--- src/rtl/multicycle_control.sv ---
// multicycle_control
//   Moore-style sequencer for a multi-cycle MIPS datapath. It steps the
//   shared ALU, the unified instruction/data memory port, the register file
//   and the PC through the fetch, decode, execute, memory and writeback
//   states. Supported instructions are R-type, ori, lw, sw, beq and j. Every
//   memory state waits on the mem_ready_i handshake. The block also counts
//   retired instructions and traps on illegal opcodes.
//
// Ports
//   clk_i         clock, rising edge
//   rst_i         asynchronous active-low reset
//   start_i       leave IDLE (sampled only in IDLE)
//   opcode_i      IR[31:26], valid from DECODE onward
//   zero_i        ALU zero flag (only used by BRANCH)
//   mem_ready_i   memory completes the current access this cycle
//   pc_write_o, ir_write_o, mem_read_o, mem_write_o, iord_o
//   reg_write_o, reg_dst_o, mem_to_reg_o
//   alu_src_a_o   0 = PC, 1 = reg A
//   alu_src_b_o   00 = reg B, 01 = 4, 10 = ext imm, 11 = sext imm << 2
//   ext_zero_o    1 = zero-extend imm
//   alu_op_o      00 = add, 01 = sub, 10 = funct, 11 = or
//   pc_src_o      00 = ALU result, 01 = ALUOut, 10 = jump target
//   state_o       current state encoding
//   instr_done_o  final cycle of an instruction (retire)
//   illegal_o     controller is in TRAP
//   instr_cnt_o   retired-instruction count, wraps
//
// state    | meaning
// ---------+-----------------------------------------------------
// IDLE  0  | waiting for start_i after reset
// FETCH 1  | read instruction at PC, PC += 4 when memory is ready
// DECODE 2 | precompute branch target, dispatch on opcode
// MADDR 3  | lw/sw address = A + sext(imm)
// MRD   4  | lw data read, waits for mem_ready_i
// MWB   5  | lw writeback to rt, retire
// MWR   6  | sw data write, waits for mem_ready_i, retire
// REXEC 7  | R-type ALU operation on funct
// RWB   8  | R-type writeback to rd, retire
// OEXEC 9  | ori: A | zext(imm)
// OWB   10 | ori writeback to rt, retire
// BRANCH 11| beq compare, load PC from ALUOut on zero, retire
// JUMP  12 | load jump target, retire
// TRAP  13 | illegal opcode, absorbing until reset
// 14, 15   | unused, recover into TRAP

module multicycle_control #(
  parameter int CNT_WIDTH = 32
) (
  input  logic                 clk_i,
  input  logic                 rst_i,
  input  logic                 start_i,
  input  logic [5:0]           opcode_i,
  input  logic                 zero_i,
  input  logic                 mem_ready_i,
  output logic                 pc_write_o,
  output logic                 ir_write_o,
  output logic                 mem_read_o,
  output logic                 mem_write_o,
  output logic                 iord_o,
  output logic                 reg_write_o,
  output logic                 reg_dst_o,
  output logic                 mem_to_reg_o,
  output logic                 alu_src_a_o,
  output logic [1:0]           alu_src_b_o,
  output logic                 ext_zero_o,
  output logic [1:0]           alu_op_o,
  output logic [1:0]           pc_src_o,
  output logic [3:0]           state_o,
  output logic                 instr_done_o,
  output logic                 illegal_o,
  output logic [CNT_WIDTH-1:0] instr_cnt_o
);

  localparam logic [3:0] S_IDLE     = 4'd0;
  localparam logic [3:0] S_FETCH    = 4'd1;
  localparam logic [3:0] S_DECODE   = 4'd2;
  localparam logic [3:0] S_MEM_ADDR = 4'd3;
  localparam logic [3:0] S_MEM_RD   = 4'd4;
  localparam logic [3:0] S_MEM_WB   = 4'd5;
  localparam logic [3:0] S_MEM_WR   = 4'd6;
  localparam logic [3:0] S_R_EXEC   = 4'd7;
  localparam logic [3:0] S_R_WB     = 4'd8;
  localparam logic [3:0] S_ORI_EXEC = 4'd9;
  localparam logic [3:0] S_ORI_WB   = 4'd10;
  localparam logic [3:0] S_BRANCH   = 4'd11;
  localparam logic [3:0] S_JUMP     = 4'd12;
  localparam logic [3:0] S_TRAP     = 4'd13;

  localparam logic [5:0] OP_RTYPE = 6'b000000;
  localparam logic [5:0] OP_ORI   = 6'b001101;
  localparam logic [5:0] OP_LW    = 6'b100011;
  localparam logic [5:0] OP_SW    = 6'b101011;
  localparam logic [5:0] OP_BEQ   = 6'b000100;
  localparam logic [5:0] OP_J     = 6'b000010;

  localparam logic [CNT_WIDTH-1:0] CNT_ONE = {{(CNT_WIDTH-1){1'b0}}, 1'b1};

  logic [3:0] state;
  logic [3:0] state_nxt;

  always_ff @(posedge clk_i or negedge rst_i) begin
    if (!rst_i) begin
      state <= S_IDLE;
    end else begin
      state <= state_nxt;
    end
  end

  // Wraps naturally at all-ones.
  always_ff @(posedge clk_i or negedge rst_i) begin
    if (!rst_i) begin
      instr_cnt_o <= '0;
    end else if (instr_done_o) begin
      instr_cnt_o <= instr_cnt_o + CNT_ONE;
    end
  end

  assign state_o = state;

  always_comb begin
    state_nxt    = state;
    pc_write_o   = 1'b0;
    ir_write_o   = 1'b0;
    mem_read_o   = 1'b0;
    mem_write_o  = 1'b0;
    iord_o       = 1'b0;
    reg_write_o  = 1'b0;
    reg_dst_o    = 1'b0;
    mem_to_reg_o = 1'b0;
    alu_src_a_o  = 1'b0;
    alu_src_b_o  = 2'b00;
    ext_zero_o   = 1'b0;
    alu_op_o     = 2'b00;
    pc_src_o     = 2'b00;
    instr_done_o = 1'b0;
    illegal_o    = 1'b0;

    case (state)
      S_IDLE: begin
        if (start_i) state_nxt = S_FETCH;
      end
      S_FETCH: begin
        mem_read_o  = 1'b1;
        alu_src_b_o = 2'b01;
        // IR and PC only load on the cycle the memory actually delivers.
        if (mem_ready_i) begin
          ir_write_o = 1'b1;
          pc_write_o = 1'b1;
          state_nxt  = S_DECODE;
        end
      end
      S_DECODE: begin
        alu_src_b_o = 2'b11;
        case (opcode_i)
          OP_RTYPE:     state_nxt = S_R_EXEC;
          OP_ORI:       state_nxt = S_ORI_EXEC;
          OP_LW, OP_SW: state_nxt = S_MEM_ADDR;
          OP_BEQ:       state_nxt = S_BRANCH;
          OP_J:         state_nxt = S_JUMP;
          default:      state_nxt = S_TRAP;
        endcase
      end
      S_MEM_ADDR: begin
        alu_src_a_o = 1'b1;
        alu_src_b_o = 2'b10;
        state_nxt   = (opcode_i == OP_SW) ? S_MEM_WR : S_MEM_RD;
      end
      S_MEM_RD: begin
        mem_read_o = 1'b1;
        iord_o     = 1'b1;
        if (mem_ready_i) state_nxt = S_MEM_WB;
      end
      S_MEM_WB: begin
        reg_write_o  = 1'b1;
        mem_to_reg_o = 1'b1;
        instr_done_o = 1'b1;
        state_nxt    = S_FETCH;
      end
      S_MEM_WR: begin
        mem_write_o = 1'b1;
        iord_o      = 1'b1;
        if (mem_ready_i) begin
          instr_done_o = 1'b1;
          state_nxt    = S_FETCH;
        end
      end
      S_R_EXEC: begin
        alu_src_a_o = 1'b1;
        alu_src_b_o = 2'b00;
        alu_op_o    = 2'b10;
        state_nxt   = S_R_WB;
      end
      S_R_WB: begin
        reg_write_o  = 1'b1;
        reg_dst_o    = 1'b1;
        instr_done_o = 1'b1;
        state_nxt    = S_FETCH;
      end
      S_ORI_EXEC: begin
        alu_src_a_o = 1'b1;
        alu_src_b_o = 2'b10;
        ext_zero_o  = 1'b1;
        alu_op_o    = 2'b11;
        state_nxt   = S_ORI_WB;
      end
      S_ORI_WB: begin
        reg_write_o  = 1'b1;
        instr_done_o = 1'b1;
        state_nxt    = S_FETCH;
      end
      S_BRANCH: begin
        alu_src_a_o  = 1'b1;
        alu_src_b_o  = 2'b00;
        alu_op_o     = 2'b01;
        pc_src_o     = 2'b01;
        pc_write_o   = zero_i;
        instr_done_o = 1'b1;
        state_nxt    = S_FETCH;
      end
      S_JUMP: begin
        pc_write_o   = 1'b1;
        pc_src_o     = 2'b10;
        instr_done_o = 1'b1;
        state_nxt    = S_FETCH;
      end
      S_TRAP: begin
        illegal_o = 1'b1;
        state_nxt = S_TRAP;
      end
      default: begin
        state_nxt = S_TRAP;
      end
    endcase
  end

endmodule

--- config.mk ---
export PLATFORM = sky130hd
export DESIGN_NAME = multicycle_control
export DESIGN_NICKNAME = d
export VERILOG_FILES = /design/src/rtl/multicycle_control.sv
export SDC_FILE = /design/constraint.sdc
export NUM_CORES = 1
export LEC_CHECK = 0
export CORE_ASPECT_RATIO = 1.5
export CORE_UTILIZATION = 63
export DETAILED_ROUTE_END_ITERATION = 8
export DONT_BUFFER_PORTS = 1
export GPL_TIMING_DRIVEN = 0
export PLACE_DENSITY = 0.84
export SLEW_MARGIN = 40
export SYNTH_ARGS = -nofsm -noshare
export SYNTH_HDL_FRONTEND = slang
export SYNTH_SLANG_ARGS = --single-unit
--- constraint.sdc ---
create_clock -name clk_i -period 2.2 [get_ports clk_i]
set_input_delay 0.33 -clock clk_i [delete_from_list [all_inputs] [get_ports clk_i]]
set_output_delay 0.33 -clock clk_i [all_outputs]
set_load 0.1 [all_outputs]
==> summary by stage, run 1 <==
Status
The flow did not finish. The run ended at 4_1_cts. The tool reported: "[ERROR DPL-0038] Utilization greater than 100%, impossible to legalize".

Die
After floorplanning, the core was divided into 25 placement rows. 65 I/O pins were placed. Once the floorplan was initialized, standard cells occupied 65.8% of the core. The die outline height is 72.3 um. The overall die width is 48.9 um.

Placed design
The number of placed cells counting well taps is 269. In this run the tool buffered the top-level ports with 0 buffer cells. Routability-driven placement finished with a final weighted congestion of 0.960.

The post-DP HPWL is 4200 um. In this run the cell area measured after placement is 2640 um^2.

Synthesis
Of the total synthesized cell area, the portion taken by XOR and XNOR cells is 14.3%. The distinct cell type count after synthesis is 45. sky130_fd_sc_hd__dfrtp_1 takes more of the synthesized area than any other cell. The fraction of registers with async set or reset after synthesis is 100%.

The share of the synthesized area in compound gates (AO/OA/AOI/OAI) is 9.63%. The number of flip-flops and latches in the synthesized netlist is 36. The post-synthesis mux area share is 0.542%.

The top cell type by area accounts for 43.3% of the synthesized area. The number of flops mapped to enable cells by yosys is 0. Summing the areas of all fa, ha and maj instances in the mapped netlist gives 0.602% of the synthesized area. The number of cells produced by synthesis is 222. After synthesis, the largest family of logic cells by area is simple AND/OR/NAND/NOR gates. The simple-gate area share of the yosys netlist is 27.8%.

Counting every net in the synthesized netlist gives 234. Sequential cells were found to cover 43.3% of the synthesized design area. After synthesis, the cell types taking the most area are sky130_fd_sc_hd__dfrtp_1, sky130_fd_sc_hd__xnor2_1, sky130_fd_sc_hd__nand2_1, sky130_fd_sc_hd__xor2_1, sky130_fd_sc_hd__nand4_1. The flip-flop cell with the highest count after synthesis is sky130_fd_sc_hd__dfrtp_1. After synthesis the cells add up to 2080 um^2. The average cell area after synthesis is 9.36 um^2.

The number of warnings printed during yosys synthesis is 0.

Clocking
The cell sitting at the root of the clock tree is a sky130_fd_sc_hd__clkbuf_8. The maximum buffer depth of the clock tree is 2. Buffers added to address setup during post-CTS repair amount to 22. The TritonCTS sink count is 36. Buffers inserted during clock tree synthesis total 5. In this run the number of H-tree levels came out at 2.

The quantity of hold-fixing buffers added after cts is 2. In this run, post-CTS repair resized a total of 52 instances.
[per-stage QoR]
stage / worst slack, ps / TNS, ps
after floorplan: -326 / -2030
after global placement: -541 / -6270
after detailed placement: -383 / -4520
[logic make-up after synthesis]
| logic type | Yosys count |
|---|---|
| AO/OA/AOI/OAI | 30 |
| XOR/XNOR | 33 |
| adder cells (fa/ha/maj) | 1 |
| buffers and inverters | 18 |
| flip-flops | 36 |
| multiplexers | 1 |
| AND/OR/NAND/NOR | 103 |
[cell usage after synthesis (3+ instances only)]
library cell                n
sky130_fd_sc_hd__and3_1     3
sky130_fd_sc_hd__a21oi_1   12
sky130_fd_sc_hd__clkbuf_1   8
sky130_fd_sc_hd__nand2b_1   3
sky130_fd_sc_hd__nand2_1   24
sky130_fd_sc_hd__nand4_1   12
sky130_fd_sc_hd__nor3_1    15
sky130_fd_sc_hd__nand3_1   11
sky130_fd_sc_hd__nor2_1    15
sky130_fd_sc_hd__o41ai_1    3
sky130_fd_sc_hd__xnor2_1   22
sky130_fd_sc_hd__xor2_1    10
sky130_fd_sc_hd__inv_1      6
sky130_fd_sc_hd__nor4_1     3
sky130_fd_sc_hd__dfrtp_1   36
==> inputs of run 2 (changes only) <==
--- a/config.mk
+++ b/config.mk
@@ -5,12 +5,11 @@
 export SDC_FILE = /design/constraint.sdc
 export NUM_CORES = 1
 export LEC_CHECK = 0
-export CORE_ASPECT_RATIO = 1.5
-export CORE_UTILIZATION = 63
+export CORE_UTILIZATION = 40
 export DETAILED_ROUTE_END_ITERATION = 8
 export DONT_BUFFER_PORTS = 1
 export GPL_TIMING_DRIVEN = 0
-export PLACE_DENSITY = 0.84
+export PLACE_DENSITY_LB_ADDON = 0.15
 export SLEW_MARGIN = 40
 export SYNTH_ARGS = -nofsm -noshare
 export SYNTH_HDL_FRONTEND = slang
==> run 2 against run 1 <==
Effect of this change:
- the flow now finishes, with violations (setup timing)
- synthesized area did not move
- synthesized cell count did not move
==> summary by stage, run 2 <==
Job
Max-cap violations in this run came to 0.

Placed design
The number of port buffers is 0. The total placed instance area is 2680 um^2. The congestion estimate from routability-driven global placement came to 0.788.

The number of placed instances, taps included, is 296. The HPWL after detailed placement is 3620 um.

STA
Headroom to the max-slew limit came out at 40.7%. Adding up every negative setup slack in the final design gives -5030 ps. The slew at the pin closest to its max-slew limit is 890 ps.

The maximum clock rate is 0.399 GHz. The final number of setup-violating endpoints is 39. The smallest clock period supported by the final layout is computed as 2500 ps. The final count of hold timing violations is 0.

Across the routed clock network, the largest skew measured is 4.87 ps. The count of final max-slew check failures came to 0. Dividing the final minimum period by the clock period gives 114%. Setup repair after global routing could not meet its margin everywhere.

The setup slack of the critical path after layout is -304 ps. The worst hold margin is 295 ps.

Power and ir drop
IR analysis of the VDD net gives a maximum drop of 0.967 mV. In this run the static leakage power is 0.00127 uW. The final total power is 4960 uW. The total power density per cell area is 1490 nW/um^2.

Synthesis
The number of cells produced by synthesis is 222. After synthesis, flip-flops and latches occupy 43.3% of the total area. The share of synthesized area in the top cell type comes to 43.3%. Yosys attributes the largest share of cell area to sky130_fd_sc_hd__dfrtp_1, sky130_fd_sc_hd__xnor2_1, sky130_fd_sc_hd__nand2_1, sky130_fd_sc_hd__xor2_1, sky130_fd_sc_hd__nand4_1. Counting flops with a built-in enable in the synthesized netlist gives 0. The synthesized netlist occupies a cell area of 2080 um^2. The most common cell in the synthesized netlist is sky130_fd_sc_hd__dfrtp_1. By count the netlist is led by sky130_fd_sc_hd__dfrtp_1, sky130_fd_sc_hd__nand2_1, sky130_fd_sc_hd__xnor2_1. The flip-flop cell with the highest count after synthesis is sky130_fd_sc_hd__dfrtp_1. Counting every net in the synthesized netlist gives 234.

The synthesized design contains 36 register bits. The fraction of registers with async set or reset after synthesis is 100%. The average cell area after synthesis is 9.36 um^2. The number of different library cells used by synthesis comes to 45. The library cell with the largest summed area after synthesis is sky130_fd_sc_hd__dfrtp_1.

The number of warnings printed during yosys synthesis is 0.

Layout
The number of flip-flops under the largest register name is 32. The number of inserted filler cells in the final layout is 356. The register area is 975 um^2. For this run, the number of standard cells in the final layout without fillers is 340.

Relative to the synthesized area, the layout overhead comes to 60.5%. The multi-input gate area in the final layout is 1460 um^2. The library cell used most frequently in the layout, excluding fill and tap cells, is sky130_fd_sc_hd__dfrtp_2. With fillers left out, the area of the finished cells amounts to 3340 um^2. The net count reported at finish is 285. The fraction of layout instances using a drive strength above 1 is 53.1%. The repair_antennas step left the layout with diodes totalling 0. In the layout the commonest cells are sky130_fd_sc_hd__dfrtp_2, sky130_fd_sc_hd__buf_4, sky130_fd_sc_hd__xnor2_1. instr_cnt_o holds more flip-flops than any other register.

Worst setup path
In this design, the stage delay of the slowest critical-path cell is 680 ps. The data arrival time of the worst path is 2650 ps. The type of the worst setup path is reg2reg. Traced cell by cell, the critical path runs through and4bb_4 -> a21oi_4 -> a211o_1 -> buf_6 -> or4_4 -> xnor2_2. Counting both buffers and inverters, the worst setup path holds a total of 1.

The cell with the largest stage delay on the worst path is sky130_fd_sc_hd__and4bb_4. The data required time at the worst endpoint is 2350 ps. The type of element launching the critical path is a flop.

Across all register-to-register paths, the minimum setup slack is -300 ps. The largest driver fanout on the critical path is 6. The endpoint kind of the worst setup timing path is a flop. The kind of cell with the highest combined delay on the critical path is simple AND/OR/NAND/NOR gates.

Die
The die is 74.1 um wide. The area of the core is 4850 um^2. The count of boundary I/O pins is 65. Once the floorplan was initialized, standard cells occupied 42.9% of the core. The die outline height is 74.1 um. The die covers 5490 um^2. The standard-cell row count is 25.

Clocking
The number of H-tree levels is 2. The clock-pin slew of the registers on the worst-case setup and hold paths is 70 ps. TritonCTS built the clock tree.

The TritonCTS sink count is 36. The number of buffers created by CTS is 5. Clock latency on the worst-skew pair, taken at its later pin, is 280 ps. The longest clock path from root to sink contains 2 buffers. The clock root buffer is sky130_fd_sc_hd__clkbuf_8.

Detailed routing
The per-cell via count in the routed design is 5.80. The pre-antenna-repair detailed-routing pass consisted of 4 iterations. The count of antenna-violating nets left after detailed routing is 0. The routed wire length is 6290 um.

The via count of the routed design is 1,973. The number of DRC violations after detailed routing is 0. In the final routed layout, each cell accounts on average for 18.5 um.

The initial DRC count is 108.

GRT
Across every metal layer, demand over resource in global routing totals 21.7%. The total congestion overflow after global routing is 0. The maximum number of pins on one net before global-route repair is 37. The wire length of the first global-routing pass is 8910 um. The via count of the first global-routing pass is 1,817.

The initial antenna violation count is 0.

Status
The run finished, with violations left. The checks that failed: setup timing.

Hold path
The path class of the tightest hold or removal check is in2reg.
[run 2: worst reg2reg max path: stages, from the launching register on]
cell and delay, ps:
sky130_fd_sc_hd__dfrtp_4 640, sky130_fd_sc_hd__and4bb_4 680, sky130_fd_sc_hd__a21oi_4 70, sky130_fd_sc_hd__a211o_1 280, sky130_fd_sc_hd__buf_6 130, sky130_fd_sc_hd__or4_4 420
sky130_fd_sc_hd__xnor2_2 140
[run 2: report_power, final]
part | total, uW | internal [uW] | switching [uW]
Combinational | 3060 | 1170 | 1890
Sequential | 1460 | 773 | 690
Clock | 436 | 215 | 221
[run 2: final timing paths]
kind | startpoint | end | depth (start not counted)
max in group asynchronous | rst_i | state_o[2] | 2
setup reg to reg | state_o[1] | instr_cnt_o[31] | 6
hold reg to reg | instr_cnt_o[13] | instr_cnt_o[13] | 1
hold / removal | opcode_i[0] | state_o[0] | 2
setup / recovery | state_o[1] | instr_cnt_o[31] | 6
min in group asynchronous | rst_i | instr_cnt_o[29] | 2
[run 2: cell type report]
class,count,share of cell area (%)
Clock inverter,1,0.150
Timing Repair Buffer,44,16.2
Tap cell,67,2.51
Sequential cell,36,29.2
Buffer,11,5.10
Clock buffer,6,2.18
Inverter,6,0.900
Multi-Input combinational cell,169,43.8
[run 2: per-layer routing]
| metal | global-route usage (%) | wire length, um |
|---|---|---|
| met1 | 27.6 | 2610 |
| met2 | 35.3 | 3140 |
| met3 | 5.69 | 382 |
| met4 | 8.76 | 153 |
| met5 | 0 | 0 |
[run 2: logic make-up after synthesis]
group | synth area share, %
buffers and inverters | 3.85
AOI/OAI and AO/OA | 9.63
adders and majority gates | 0.602
and+or+nand+nor | 27.8
xor gates and xnor gates | 14.3
DFF | 43.3
muxes | 0.542
[run 2: what timing repair did]
action | 4_1_cts | 5_1_grt
hold endpoints to repair | 36 | 0
hold buffers | 2 | 0
setup buffers | 23 | 13
cloned | 1 | 0
resized for setup | 45 | 18
pin swaps | 22 | 16
endpoints found under the setup margin | 41 | 45
[run 2: metrics by stage]
step / setup WS, ps / utilization, %
6_report: -304 / 68.8
2_1_floorplan: -326 / -
4_1_cts: -291 / 65.5
3_3_place_gp: -637 / 52.6
5_1_grt: -366 / 68.8
3_5_place_dp: -380 / 55.2
(Power assumes the default switching activity.)
